<file path="config.mk">
export PLATFORM = sky130hd
export DESIGN_NAME = dvs_event_gen
export DESIGN_NICKNAME = d
export VERILOG_FILES = /design/src/rtl/dvs_event_gen.sv
export SDC_FILE = /design/constraint.sdc
export NUM_CORES = 1
export LEC_CHECK = 0
export CAP_MARGIN = 5
export CORE_ASPECT_RATIO = 0.7
export CORE_MARGIN = 3
export CORE_UTILIZATION = 56
export DETAILED_ROUTE_END_ITERATION = 7
export GPL_TIMING_DRIVEN = 0
export PLACE_DENSITY = 0.86
export SYNTH_ARGS = -nofsm -noshare
export SYNTH_HDL_FRONTEND = slang
export SYNTH_SLANG_ARGS = --single-unit
</file>
<file path="constraint.sdc">
create_clock -name pclk -period 9.8 [get_ports pclk]
set_clock_uncertainty 0.05 [all_clocks]
set_input_delay 1.47 -clock pclk [delete_from_list [all_inputs] [get_ports pclk]]
set_output_delay 1.47 -clock pclk [all_outputs]
set_load 0.01 [all_outputs]
</file>
<file path="src/rtl/dvs_event_gen.sv">
// Dynamic-vision-sensor emulator: compares each camera pixel with a per-pixel
// reference held in external BRAM, emits an ON/OFF event code and writes back the new reference.
module dvs_event_gen #(
    parameter int H_RES        = 320,
    parameter int V_RES        = 240,
    parameter int FRAME_PIXELS = H_RES * V_RES,
    parameter int ADDR_W       = 17
) (
    input  logic              pclk,
    input  logic              reset,
    input  logic              vsync,
    input  logic              href,
    input  logic              pix_valid,
    input  logic [7:0]        pix_data,
    input  logic [7:0]        threshold,
    output logic [ADDR_W-1:0] ref_rd_addr,
    input  logic [9:0]        ref_rd_data,
    output logic              ref_wr_en,
    output logic [ADDR_W-1:0] ref_wr_addr,
    output logic [9:0]        ref_wr_data,
    output logic [7:0]        pix_out,
    output logic [9:0]        ref_out,
    output logic [ADDR_W-1:0] address,
    output logic              write_enable,
    output logic              frame_done,
    output logic              sync_err,
    output logic [1:0]        fsm_state
);

    typedef enum logic [1:0] {
        WAIT_VS = 2'd0,
        FRAME   = 2'd1,
        FLUSH   = 2'd2
    } state_t;

    localparam logic [ADDR_W-1:0] LAST_ADDR = ADDR_W'(FRAME_PIXELS - 1);

    state_t            state;
    logic              vsync_r;
    logic              strobe_r;
    logic [ADDR_W-1:0] pix_cnt;
    logic              prime;
    logic [7:0]        thr_r;
    logic [1:0]        flush_cnt;

    logic              s1_valid;
    logic [7:0]        s1_pix;
    logic [ADDR_W-1:0] s1_addr;

    logic              vs_rise;
    logic              strobe;
    logic              dup_strobe;
    logic              accept;

    // The camera strobe (href & pix_valid) has no backpressure: a pixel is
    // taken only in FRAME, never on the cycle after another strobe, and never
    // on a vsync rising edge; anything else is silently ignored.
    assign vs_rise     = vsync & ~vsync_r;
    assign strobe      = href & pix_valid;
    assign dup_strobe  = strobe & strobe_r;
    assign accept      = (state == FRAME) & strobe & ~strobe_r & ~vs_rise;
    assign ref_rd_addr = pix_cnt;
    assign fsm_state   = state;

    always_ff @(posedge pclk or negedge reset) begin
        if (!reset) begin
            vsync_r  <= 1'b0;
            strobe_r <= 1'b0;
        end else begin
            vsync_r  <= vsync;
            strobe_r <= strobe;
        end
    end

    always_ff @(posedge pclk or negedge reset) begin
        if (!reset) begin
            state      <= WAIT_VS;
            pix_cnt    <= '0;
            prime      <= 1'b1;
            thr_r      <= 8'd0;
            flush_cnt  <= 2'd0;
            frame_done <= 1'b0;
            sync_err   <= 1'b0;
        end else begin
            frame_done <= 1'b0;
            case (state)
                WAIT_VS: begin
                    if (vs_rise) begin
                        thr_r   <= threshold;
                        pix_cnt <= '0;
                        state   <= FRAME;
                    end
                end
                FRAME: begin
                    if (vs_rise) begin
                        // Short frame restarts in place; in-flight pixels still drain.
                        thr_r   <= threshold;
                        pix_cnt <= '0;
                        if (pix_cnt != '0) begin
                            sync_err <= 1'b1;
                        end
                    end else if (accept) begin
                        if (pix_cnt == LAST_ADDR) begin
                            pix_cnt   <= '0;
                            flush_cnt <= 2'd0;
                            state     <= FLUSH;
                        end else begin
                            pix_cnt <= pix_cnt + ADDR_W'(1);
                        end
                    end
                    if (dup_strobe) begin
                        sync_err <= 1'b1;
                    end
                end
                FLUSH: begin
                    flush_cnt <= flush_cnt + 2'd1;
                    if (flush_cnt == 2'd1) begin
                        frame_done <= 1'b1;
                        prime      <= 1'b0;
                        state      <= WAIT_VS;
                    end
                end
                default: state <= WAIT_VS;
            endcase
        end
    end

    always_ff @(posedge pclk or negedge reset) begin
        if (!reset) begin
            s1_valid <= 1'b0;
            s1_pix   <= 8'd0;
            s1_addr  <= '0;
        end else begin
            s1_valid <= accept;
            if (accept) begin
                s1_pix  <= pix_data;
                s1_addr <= pix_cnt;
            end
        end
    end

    logic [9:0]  cur;
    logic [10:0] diff;
    logic [10:0] thr_ext;
    logic [10:0] abs_diff;
    logic [8:0]  mag_full;
    logic        is_on;
    logic        is_off;
    logic [1:0]  pol;
    logic [5:0]  mag;
    logic [9:0]  new_ref;

    always_comb begin
        cur      = {s1_pix, 2'b00};
        diff     = {1'b0, cur} - {1'b0, ref_rd_data};
        thr_ext  = {1'b0, thr_r, 2'b00};
        abs_diff = diff[10] ? (~diff + 11'd1) : diff;
        mag_full = abs_diff[10:2];
        is_on    = $signed(diff) > $signed(thr_ext);
        is_off   = $signed(diff) < -$signed(thr_ext);
        pol      = 2'b00;
        if (!prime) begin
            if (is_on) begin
                pol = 2'b01;
            end else if (is_off) begin
                pol = 2'b10;
            end
        end
        mag = 6'd0;
        if (pol != 2'b00) begin
            mag = (mag_full > 9'd63) ? 6'd63 : mag_full[5:0];
        end
        new_ref = (prime || pol != 2'b00) ? cur : ref_rd_data;
    end

    // During the prime frame the BRAM is seeded but the packer sees nothing.
    always_ff @(posedge pclk or negedge reset) begin
        if (!reset) begin
            ref_wr_en    <= 1'b0;
            ref_wr_addr  <= '0;
            ref_wr_data  <= 10'd0;
            pix_out      <= 8'd0;
            ref_out      <= 10'd0;
            address      <= '0;
            write_enable <= 1'b0;
        end else begin
            ref_wr_en    <= s1_valid;
            write_enable <= s1_valid & ~prime;
            if (s1_valid) begin
                ref_wr_addr <= s1_addr;
                ref_wr_data <= new_ref;
                address     <= s1_addr;
                pix_out     <= {pol, mag};
                ref_out     <= new_ref;
            end
        end
    end

endmodule

</file>
# After elaboration in Yosys (flattened, before gate mapping)
# Cells that the tools add are included.
[word_totals]
ff_bits = 97
elab_cells = 89
[classes]
add_sub_neg = 5
order_cmp = 3
n_eq_ne = 10
n_mux = 27
bitwise = 12
reduce_logical = 15
[ops]
columns = ["operator", "count"]
rows = [
  ["2-to-1 mux 17 bit", 4],
  ["case mux 17 bit (2 select lines)", 1],
  ["2-to-1 mux 2 bit", 11],
  ["adder 17 x 1 -> 17 bit (second input constant)", 1],
  ["equality test 17 bit (second input constant)", 1],
  ["nonzero test 17 bit", 1],
  ["2-to-1 mux 6 bit", 2],
  ["adder 11 x 1 -> 11 bit (second input constant)", 1],
  ["> comparator 11 bit", 1],
  ["less-than comparator 11 bit", 1],
  ["2-to-1 mux 11 bit", 1],
  ["negation 10 -> 11 bit", 1],
  ["inverter 11 bit", 1],
  ["subtractor 10 x 10 -> 11 bit", 1],
  ["2-to-1 mux 10 bit", 1],
  ["nonzero test 2 bit", 5],
  ["> comparator 9 x 6 -> 1 bit (second input constant)", 1],
  ["!= test 2 bit (second input constant)", 4],
  ["bitwise AND 1 bit", 7],
  ["case mux 2 bit (3 select lines)", 1],
  ["AND reduction 3 bit", 2],
  ["2-to-1 mux 1 bit", 5],
  ["AND reduction 5 bit", 1],
  ["equality test 2 x 1 -> 1 bit (second input constant)", 2],
  ["11 further kinds", 15],
]

# Depth between registers and ports, before layout
# Gate-level depths: netlist of the first run.
[depth]
word_depth = 8
ltp_mapped = 16

# Worst setup path before layout of the first run
# No wires, ideal clock.
[synth_path]
path_kind = "input -> register"
start = "in ref_rd_data[3]"
end = "reg pix_out[0]"
setup_time_ns = 0.130
arrival_ns = 4.427
required_ns = 9.620
path_slack_ns = 5.193
path_stages = 15
path_buffers = 1
cell_sequence = "inv_1 -> ha_1 -> buf_6 -> or3_1 -> o221ai_1 -> a2111oi_0 -> nor3_1 -> inv_1 -> ha_1 -> and3_1 -> nand4_1 -> a2111oi_4 -> nor3_2 -> a211oi_4 -> nor2_1"
[synth_via]
elab_chain_cells = 7
elab_cells_between_ends = 13
cone_classes = "add/sub: 2; order compare: 3; mux: 6; bitwise: 1; reduce/logical: 1"
[synth_rtl]
columns = ["item", "line_no", "rtl"]
rows = [
  ["start, declared", "17", "input logic [9:0] ref_rd_data,"],
  ["subtractor 10 x 10 -> 11 bit (*)", "155", "diff = {1'b0, cur} - {1'b0, ref_rd_data};"],
  ["inverter 11 bit / less-than comparator 11 bit (equally long branches)", "157, 160", ""],
  ["adder 11 x 1 -> 11 bit / 2-to-1 mux 2 bit (equally long branches)", "157, 165", ""],
  ["2-to-1 mux 11 bit / 2-to-1 mux 2 bit (equally long branches)", "157, 163", ""],
  ["> comparator 9 x 6 -> 1 bit / 2-to-1 mux 2 bit (equally long branches)", "171, 162", ""],
  ["2-to-1 mux 6 bit / nonzero test 2 bit (equally long branches)", "171, 170", ""],
  ["2-to-1 mux 6 bit (*)", "170", "if (pol != 2'b00) begin"],
  ["end signal, assigned", "193", "pix_out <= {pol, mag};"],
  ["end, declared", "21", "output logic [7:0] pix_out,"],
]
# Mark *: on every way between the ends. The rest lies on a longest branch, timed or not.
# A chain may end at the register's enable or synchronous reset.

# Worst setup path in the final report of the first run
[layout_path]
start = "in ref_rd_data[3]"
end = "reg pix_out[4]"
# Same word-level chain as after synthesis.

==> flow_summary.json, run 1 <==
{
  "status": "complete, no violations",
  "synth_edf_count": 0,
  "vias": 4592,
  "synth_top_area_share_pct": 43.3,
  "cp.required_ps": 9980,
  "synth_area_um2": 5550,
  "cts_resized": 0,
  "worstSetupPathType": "in2reg",
  "syn_avg_cell_area_um2": 10.6,
  "core-area_um2": 9360,
  "r2r_start": "s1_pix[1]",
  "max_stage_delay_ps": 460,
  "rsz0062_at_grt": "false",
  "crit_buf_inv": 4,
  "drt_iter0_drc": 376,
  "hold_viol_final": 0,
  "synth.area.top_cells": "dfrtp_1, mux2_2, ha_1",
  "post_cts_buffers": 0,
  "drv_cap": 0,
  "first_pass_iters": 5,
  "synth-compound-area-share_pct": 16.0,
  "synth_simple_gate_area_share_pct": 13.2,
  "async_flop_share_pct": 100,
  "synthMuxAreaShare_pct": 9.14,
  "routed_via_density": 5.87,
  "timing.hold.ws_ps": 449,
  "cp_max_fo": 8,
  "ys_seq_area_share_pct": 43.8,
  "clock_sinks": 97,
  "drive_gt1_share_pct": 17.2,
  "htreeDepth": 3,
  "cts_tree": "yes",
  "min_period_ps": 5180,
  "startpoint_type": "primary input",
  "cts_buffer_depth": 2,
  "grt_overflow": 0,
  "reg2reg_slack_ps": 5880,
  "wl_per_cell_um": 18.6,
  "wl_um": 14500,
  "grt_max_degree": 73,
  "ys_warn_count": 0,
  "worstMarginPinSlew_ps": 667,
  "critPathTopFamily": "simple AND/OR/NAND/NOR gates",
  "tns_ps": 0,
  "globalplace.congestion": 0.866,
  "maxSlewHeadroom_pct": 55.2,
  "max-vdd-ir-drop_v": 0.000149,
  "grt.total_usage_pct": 26.7,
  "path_clk_slew_ps": 70,
  "root_buffer": "clkbuf_16",
  "p_leak_nw": 3.23,
  "start_util_pct": 59.2,
  "r2r_cells": 14,
  "fmax_mhz": 193,
  "ys_ff_latch": 97,
  "io_pins": 116,
  "hold_path_startpoint": "s1_addr[12]",
  "rows": 29,
  "die_height_um": 89.3,
  "worstSetupEndpointType": "flip-flop",
  "period_share_pct": 52.8,
  "crit_path_top_delay_cell": "clkdlybuf4s50_1",
  "ant_nets": 0,
  "synth_top_family_by_area": "compound AO/OA/AOI/OAI gates",
  "cts_hold_buffers": 0,
  "powerDensity_nw_per_um2": 261,
  "numPortBuffers": 115,
  "arrival_ps": 5350,
  "clk_latency_ps": 350,
  "min_to": "s1_addr[12]",
  "synthCells": 525,
  "drc_errors": 0,
  "finalNetCount": 705,
  "grt_first_pass_wirelength_um": 23700,
  "cts_buffers": 9,
  "report.final.setup_viol": 0,
  "maxSlewViolCount": 0,
  "grt_pass1_vias": 4620,
  "synthFlopType": "dfrtp_1",
  "synthAdderAreaFrac_pct": 4.74,
  "antenna_found_initial": 0,
  "die-area_um2": 11200,
  "antenna_cells": 0,
  "holdPathStages": 1,
  "regToRegEndpoint": "pix_out[4]",
  "ys_types": 76,
  "syn_nets": 577,
  "synth-xor-area-share_pct": 4.99,
  "worstHoldPathType": "reg2reg",
  "area_growth_pct": 29.7,
  "die_width_um": 125,
  "synth_top_cell_by_area": "dfrtp_1",
  "crit_chain": "clkdlybuf4s50_1, inv_1, ha_1, buf_6, or3_1, o221ai_1, a2111oi_0, nor3_1, inv_1, ha_1, and3_1, nand4_1, a2111oi_4, nor3_2, a211oi_4, nor2_1",
  "place_hpwl_um": 10800
}
[how the worst max path moves through the flow]
| stage | from | end | cells past startpoint | slack (ps) |
|---|---|---|---|---|
| 2_1_floorplan | ref_rd_data[3] | pix_out[0] | 15 | 5190 |
| 3_3_place_gp | reset | address[15] | 1 | 3730 |
| 3_5_place_dp | ref_rd_data[3] | pix_out[2] | 16 | 4270 |
| 4_1_cts | ref_rd_data[3] | pix_out[4] | 16 | 4630 |
| 5_1_grt | ref_rd_data[3] | pix_out[2] | 16 | 4280 |
| 6_report | ref_rd_data[3] | pix_out[4] | 16 | 4620 |
[registers in the layout, indices dropped and copies added, names as in the netlist]
name	count
vsync_r	1
s1_pix	8
ref_rd_addr	17
fsm_state	2
pix_out	8
s1_addr	17
flush_cnt	2
strobe_r	1
address	17
sync_err	1
ref_out	10
prime	1
thr_r	8
ref_wr_en	1
write_enable	1
frame_done	1
s1_valid	1
[placed cells by master, fill, tap and decap left out, types with 4 or more instances in the layout]
master / count
o22ai_1: 8
nand4_1: 4
inv_1: 29
nor2_1: 43
a21o_1: 4
nand2_1: 26
buf_6: 5
xnor2_1: 16
nand3_1: 11
nand2b_1: 6
dfrtp_1: 96
buf_4: 29
ha_1: 21
o31a_1: 9
clkdlybuf4s50_1: 114
a21oi_1: 14
a21oi_2: 5
mux2_1: 14
nor4_1: 4
clkbuf_16: 9
mux2_2: 31
nor3_1: 9
o21ai_0: 19
and3_1: 8
xor2_1: 13
o21ai_1: 13
clkbuf_1: 9
[layer usage]
metal	share of wire (%)	vias up	wire [um]	global-route usage, %
met5	0	-	0	0
met4	1.7	0	243	8.27
met3	7.2	28	1050	6.03
met2	47	219	6790	43.1
met1	44	2240	6420	36.7
li1	-	2105	-	-
[Yosys cell counts (4+ instances only)]
cell type / instances
nand2b_1: 6
a21o_1: 4
nor2_1: 43
buf_4: 27
ha_1: 21
nand4_1: 4
and3_1: 8
dfrtp_1: 96
nand3_1: 11
nand2_1: 26
mux2_2: 31
xor2_1: 13
o21ai_0: 19
o22ai_1: 8
clkbuf_1: 9
mux2_1: 14
nor4_1: 4
a21oi_2: 5
inv_1: 29
xnor2_1: 16
a21oi_1: 14
o21ai_1: 13
buf_6: 5
o31a_1: 9
nor3_1: 9
[power breakdown]
part | leakage [nW] | internal, mW | switching, mW | total [mW]
Combinational | 1.83 | 0.458 | 0.510 | 0.968
Clock | 0.149 | 0.202 | 0.163 | 0.366
Sequential | 1.25 | 0.477 | 0.0669 | 0.544
Total | 3.23 | 1.14 | 0.740 | 1.88
[through the flow]
step	util, %	power (mW)	std cells	setup slack [ps]	area, um^2
finish	76.8	1.88	782	4620	7190
global route	76.8	2.00	782	4280	7190
CTS	76.8	1.87	781	4630	7190
detailed placement	73.5	1.50	765	4270	6880
global placement	73.2	1.46	764	3730	6850
floorplan	-	1.17	525	5190	5550
[layout make-up]
class                           instances  area [um^2]
Fill cell                             611         2170
Buffer                                 46          334
Sequential cell                        97         2430
Timing Repair Buffer                  117         1180
Clock inverter                          7         83.8
Multi-Input combinational cell        350         2660
Inverter                               32          120
Tap cell                              124          155
Clock buffer                            9          225
[logic make-up after synthesis]
kind of cell / count (synthesis)
and+or+nand+nor: 141
AOI/OAI and AO/OA: 113
DFF: 97
buffers and inverters: 78
muxes: 45
xor gates and xnor gates: 30
adders and majority gates: 21
No activity file was read; power rests on OpenSTA's default activity.
==> run 2: changes to the inputs <==
CORE_UTILIZATION = 52   (was 56)
PLACE_DENSITY = 0.81   (was 0.86)
clock period = 5.35 ns   (was 9.8 ns; I/O delays follow)
==> flow_summary.json, run 2 (synthesis results as in run 1) <==
{
  "status": "complete, no violations",
  "worstMarginPinSlew_ps": 714,
  "cts_buffer_depth": 2,
  "cp.required_ps": 5520,
  "report.final.setup_viol": 0,
  "root_buffer": "clkbuf_16",
  "layout_commonest_cell": "clkdlybuf4s50_1",
  "grt_pass1_vias": 4607,
  "wl_per_cell_um": 18.4,
  "arrival_ps": 4870,
  "crit_chain": "clkdlybuf4s50_1, inv_1, ha_1, buf_6, or3_1, o221ai_1, a2111oi_0, nor3_1, inv_1, ha_1, and3_1, nand4_1, a2111oi_4, nor3_2, a211oi_4, nor2_1",
  "tns_ps": 0,
  "max-vdd-ir-drop_v": 0.000344,
  "dp_worst_setup_slack_ps": 368,
  "p_leak_nw": 3.21,
  "critPathTopFamily": "simple AND/OR/NAND/NOR gates",
  "grt_overflow": 0,
  "cp_max_fo": 8,
  "fill_cells": 724,
  "finalNetCount": 705,
  "io_pins": 116,
  "die-area_um2": 12000,
  "hold_viol_final": 0,
  "clock_sinks": 97,
  "numPortBuffers": 115,
  "cts_resized": 0,
  "maxSlewHeadroom_pct": 52.1,
  "min_period_ps": 4700,
  "area_growth_pct": 29.3,
  "routed_via_density": 5.85,
  "path_clk_slew_ps": 80,
  "place_hpwl_um": 10600,
  "post_cts_buffers": 0,
  "cts_buffers": 9,
  "wl_um": 14400,
  "grt_max_degree": 60,
  "vias": 4597,
  "worstSetupEndpointType": "flip-flop",
  "max_stage_delay_ps": 510,
  "die_width_um": 129,
  "die_height_um": 92.4,
  "grt_first_pass_wirelength_um": 23800,
  "dpl-instance-area_um2": 6880,
  "grt.total_usage_pct": 24.9,
  "cts_hold_buffers": 0,
  "drc_errors": 0,
  "drv_cap": 0,
  "fin_area_um2": 7170,
  "period_share_pct": 87.9,
  "cts_tree": "yes",
  "htreeDepth": 3,
  "first_pass_iters": 5,
  "worstHoldPathType": "in2async",
  "core-area_um2": 10000,
  "placed_cells": 769,
  "setup_slack_ps": 648,
  "rows": 30,
  "start_util_pct": 55.3,
  "globalplace.congestion": 0.856,
  "final_cell_mix": "clkdlybuf4s50_1, dfrtp_1, nor2_1",
  "clk_latency_ps": 350,
  "seqCellArea_um2": 2430,
  "fmax_mhz": 213,
  "crit_buf_inv": 4,
  "ant_nets": 0,
  "antenna_cells": 0,
  "multi_input_area_um2": 2660,
  "worstSetupPathType": "in2reg",
  "rsz0062_at_grt": "false",
  "crit_path_top_delay_cell": "nor3_1",
  "drive_gt1_share_pct": 17.2,
  "antenna_found_initial": 0,
  "final_cells": 786,
  "maxSlewViolCount": 0,
  "powerDensity_nw_per_um2": 473,
  "drt_iter0_drc": 385,
  "startpoint_type": "primary input"
}
## run 2: path summary, 6_finish.rpt
kind                                start           end  slack [ps]  depth (start not counted)
setup / recovery           ref_rd_data[3]    pix_out[5]         650                         16
hold reg to reg               s1_addr[15]   s1_addr[15]         430                          1
setup reg to reg                s1_pix[1]    pix_out[5]        1220                         14
max in group asynchronous           reset         prime        4170                          2
min in group pclk             s1_addr[15]   s1_addr[15]         430                          1
hold / removal                      reset  write_enable         380                          1
## run 2: cell type report
class	instances	share of cell area [%]
timing repair buffer	117	16.5
multi-input combinational	350	37.1
inverter	32	1.68
buffer	46	4.66
tap	128	2.23
sequential	97	33.9
clock buffer	9	3.14
clock inverter	7	0.768
## run 2: report_power, final
part / leakage, nW / total (mW) / switching (mW) / internal (mW)
clock: 0.126 / 0.623 / 0.303 / 0.320
combinational: 1.83 / 1.77 / 0.933 / 0.837
sequential: 1.25 / 0.998 / 0.124 / 0.874
## run 2: routing by layer
layer | track usage [%] | vias to the layer above | wire length [um]
met5 | 0 | - | 0
met4 | 5.88 | 0 | 157
met3 | 5.48 | 14 | 1010
met2 | 39.0 | 179 | 6660
met1 | 35.6 | 2290 | 6620
li1 | - | 2114 | -
## run 2: through the flow
stage          hold slack (ps)  util [%]  total power [mW]
6_report                   382      71.5              3.39
5_1_grt                    419      71.5              3.60
4_1_cts                    394      71.5              3.39
3_5_place_dp               422      68.7              2.75
3_3_place_gp               415      68.4              2.68
2_1_floorplan              398         -              2.14
## run 2: worst register-to-register path, stage by stage (launching register included)
cell and delay [ps]:
dfrtp_1 400, ha_1 210, buf_6 140, or3_1 390, o221ai_1 210, a2111oi_0 130, nor3_1 510, inv_1 190
ha_1 340, and3_1 160, nand4_1 140, a2111oi_4 480, nor3_2 150, a211oi_4 390, nor2_1 120
==> run 3: changes to the inputs <==
CORE_MARGIN = default   (was 3)
==> flow_summary.json, run 3 (synthesis results as in run 1) <==
{
  "period_share_pct": 86.3,
  "setup_slack_ps": 732,
  "maxSlewHeadroom_pct": 53.9,
  "finalNetCount": 705,
  "final_cell_mix": "clkdlybuf4s50_1, dfrtp_1, nor2_1",
  "io_pins": 116,
  "status": "complete, but fails checks",
  "wl_um": 13900,
  "ant_nets": 0,
  "cts_buffer_depth": 2,
  "r2r_cells": 14,
  "first_pass_iters": 8,
  "cts_hold_buffers": 0,
  "max-vdd-ir-drop_v": 0.000317,
  "path_clk_slew_ps": 70,
  "drv_cap": 0,
  "start_util_pct": 53.5,
  "wl_per_cell_um": 17.7,
  "rows": 31,
  "core-area_um2": 10400,
  "grt_max_degree": 66,
  "numPortBuffers": 115,
  "worstMarginPinSlew_ps": 686,
  "cts_buffers": 9,
  "dp_worst_setup_slack_ps": 441,
  "post_cts_buffers": 0,
  "powerDensity_nw_per_um2": 491,
  "highest_layer": "met4",
  "rsz0062_at_grt": "false",
  "violations": "DRC",
  "met2_wirelength_um": 6190,
  "p_leak_nw": 3.26,
  "drt_iter0_drc": 279,
  "place_hpwl_um": 10300,
  "hold_viol_final": 0,
  "grt_overflow": 0,
  "tns_ps": 0,
  "grt_first_pass_wirelength_um": 22900,
  "wl_met1_um": 6550,
  "cts_resized": 0,
  "die_height_um": 88.4,
  "clk_latency_ps": 350,
  "drive_gt1_share_pct": 17.0,
  "cp.required_ps": 5520,
  "min_period_ps": 4620,
  "die-area_um2": 11100,
  "htreeDepth": 3,
  "report.final.setup_viol": 0,
  "clock_sinks": 97,
  "worstHoldPathType": "in2async",
  "wl_met3_um": 969,
  "cp_max_fo": 6,
  "globalplace.congestion": 0.840,
  "area_growth_pct": 30.8,
  "maxSlewViolCount": 0,
  "drc_errors": 10,
  "die_width_um": 125,
  "grt_pass1_vias": 4477,
  "fmax_mhz": 217,
  "worstSetupEndpointType": "flip-flop",
  "worstSetupPathType": "in2reg",
  "startpoint_type": "primary input",
  "routed_via_density": 5.69,
  "cts_tree": "yes",
  "vias": 4491,
  "antenna_cells": 0,
  "root_buffer": "clkbuf_16",
  "antenna_found_initial": 0,
  "layout_commonest_cell": "clkdlybuf4s50_1",
  "grt.total_usage_pct": 26.6,
  "arrival_ps": 4790
}
==> run 3: cell type report <==
cell class	count	area, um^2
multi-input combinational	350	2660
sequential	97	2430
fill	763	3100
tap	132	165
timing repair buffer	117	1180
clock inverter	6	138
clock buffer	9	225
buffer	46	334
inverter	32	120
==> run 3: layer usage <==
layer / up-vias / track usage (%)
met4: 0 / 8.54
met1: 2186 / 36.8
met3: 23 / 6.95
li1: 2108 / -
met5: - / 0
met2: 174 / 41.1
==> run 3: critical path: stages <==
cell and delay [ps]:
clkdlybuf4s50_1 490, inv_1 70, ha_1 300, or3_1 410, o221ai_1 210, a2111oi_0 140
nor3_1 440, inv_1 160, ha_1 330, and3_1 150, nand4_1 140, a2111oi_4 480
nor3_2 160, a211oi_4 390, nor2_1 110
==> run 3: power by group <==
part	total [mW]	internal [mW]	leakage, nW	switching (mW)
logic	1.77	0.840	1.83	0.933
clock network	0.791	0.505	0.177	0.286
registers	0.995	0.875	1.25	0.120
total	3.56	2.22	3.26	1.34
==> run 3: path summary, 6_finish.rpt <==
check	slack (ps)	end	startpoint
setup / recovery	730	pix_out[5]	ref_rd_data[2]
min in group pclk	440	s1_addr[11]	s1_addr[11]
hold / removal	360	address[15]	reset
hold reg to reg	440	s1_addr[11]	s1_addr[11]
max in group asynchronous	4190	prime	reset
setup reg to reg	1310	pix_out[5]	s1_pix[1]
==> run 3: through the flow <==
step / cells / cell area [um^2] / hold WS (ps) / total power, mW / util [%]
6_report: 789 / 7250 / 355 / 3.56 / 70.0
5_1_grt: 789 / 7250 / 381 / 3.76 / 70.0
4_1_cts: 788 / 7250 / 371 / 3.56 / 70.0
3_5_place_dp: 773 / 6890 / 428 / 2.75 / 66.5
3_3_place_gp: 772 / 6860 / 415 / 2.67 / 66.3
2_1_floorplan: 525 / 5550 / 398 / 2.14 / -
==> edit: new RTL, flow settings as in run 3 <==
Put one more register stage on the output `ref_rd_addr`, with the module's reset. The value now appears one clock later. The other outputs are not delayed to match.
--- a/src/rtl/dvs_event_gen.sv
+++ b/src/rtl/dvs_event_gen.sv
@@ -59,7 +59,13 @@
     assign strobe      = href & pix_valid;
     assign dup_strobe  = strobe & strobe_r;
     assign accept      = (state == FRAME) & strobe & ~strobe_r & ~vs_rise;
-    assign ref_rd_addr = pix_cnt;
+    always_ff @(posedge pclk or negedge reset) begin
+        if (!reset) begin
+            ref_rd_addr <= '0;
+        end else begin
+            ref_rd_addr <= pix_cnt;
+        end
+    end
     assign fsm_state   = state;
 
     always_ff @(posedge pclk or negedge reset) begin
Formal check against the unedited RTL: not equivalent (Yosys sat finds a counterexample within 4 cycles, from zero or initial values and one cycle with reset low).
==> edit against run 3 <==
Global-route usage is 0.28 points lower; count of clock-buffer cells in the layout rose by 8; final area rose by 6.7%; setup slack lost 510 ps; non-clock buffer count decreased by 5; power decreased by 2.6%; clock power grew 50%; die area up 3.4%; wire length is 1.8% higher; critical path depth increased by 2; sequential cell count up 17; synthesized area rose by 3.5%; largest cell class is now registers; largest power group unchanged.
==> edit: results (changes against run 3) <==
Status: finished clean
Number of global-route vias before repair: 4355 (-2.7%)
Slowest cell on the critical path: a2111oi_4
First drt pass iteration count: 5 (-3)
Data arrival, critical path: 5410 ps (+620 ps)
Post-synthesis sequential area ratio: 49.73% (+5.9 points)
Synth Register Bits: 114 (+18%)
Family with the most delay on the worst path: compound AO/OA/AOI/OAI gates
Iter 0 DRT Violations: 351 (+26%)
Leak Pwr: 3.526 nW (+8.2%)
Reg area: 2854 µm² (+18%)
Reg-to-reg setup timing slack: 730 ps (-580 ps)
WL final: 14180 µm (+1.8%)
Total GRT Usage: 26.29% (-0.28 points)
Detail Placement HPWL: 10370 µm (+0.80%)
Clock tree cell share of total cell area: 8.021% (+3.0 points)
R2R depth: 15 (+1)
Final #Nets: 709 (+0.57%)
Max FO, Critical Path: 10 (+4)
GP Congestion: 0.9095 (+8.3%)
Top post-synthesis cells by area: dfrtp_1 (49%), mux2_2 (8.8%), ha_1 (4.6%), buf_4 (3.7%), xor2_1 (2.7%)
Worst Tran Pin Value: 869.8 ps (+183.5 ps)
Layout fillers: 727 (-4.7%)
PnR worst setup slack: 226.1 ps (-505.9 ps)
CTS resizes: 1 (+1)
Largest net degree at the start of global routing: 78 (+18%)
Mapped Nets: 573 (-0.69%)
Area taken by multi-input logic gates: 2524 µm² (-5.2%)
Non-clock buffering overhead: 18.63% (-2.3 points)
edit: kinds of logic (layout without fill, tap and decap cells):
kind of cell               after synthesis  count (layout)  share of synthesized area (%)
and+or+nand+nor                        141             141                          12.40
adders and majority gates               21              21                          4.578
xor gates and xnor gates                31              31                          4.862
AOI/OAI and AO/OA                       98              98                          13.10
buffers and inverters                   71             220                          6.496
muxes                                   45              45                          8.829
DFF                                    114             114                          49.73
edit: how the worst min path moves through the flow:
stage	startpoint	end	slack, ps
after floorplan	s1_valid	ref_wr_en	300
after global placement	s1_valid	ref_wr_en	310
after detailed placement	s1_valid	ref_wr_en	340
after CTS	reset	ref_out[0]	320
after global routing	reset	ref_out[1]	350
final	reset	ref_out[0]	310
edit: metal layers:
| metal | share of wire [%] | vias up | global-route usage (%) | wire, µm |
|---|---|---|---|---|
| met4 | 1.2 | 0 | 9.127 | 175 |
| met2 | 43 | 187 | 38.07 | 6169 |
| met3 | 7.0 | 14 | 5.893 | 992 |
| met1 | 48 | 2227 | 38.79 | 6845 |
| met5 | 0 | - | 0 | 0 |
| li1 | - | 2104 | - | - |
edit: through the flow:
step	util (%)	std cells	setup TNS, ps	power, mW
after floorplan	-	521	0	1.790
after global placement	67.07	784	-80900	2.238
after detailed placement	67.35	786	-3798	2.264
after CTS	73.27	818	0	3.470
after global routing	73.34	818	0	3.621
final	73.34	818	0	3.465
edit: worst register-to-register path: stages (launching register included):
cell and delay, ps:
dfrtp_1 410, ha_1 290, buf_4 180, or3b_4 420
nand2b_1 130, xor2_2 400, ha_1 330, nor2b_1 160
or3_1 300, a311oi_1 280, o32ai_1 210, a31oi_1 300
o21ai_2 120, a2111oi_4 620, and2_1 240, a221o_1 120
edit: power breakdown:
group	switching (mW)	internal [mW]
logic	0.589	0.603
registers	0.101	0.981
clock network	0.443	0.748
total	1.13	2.33
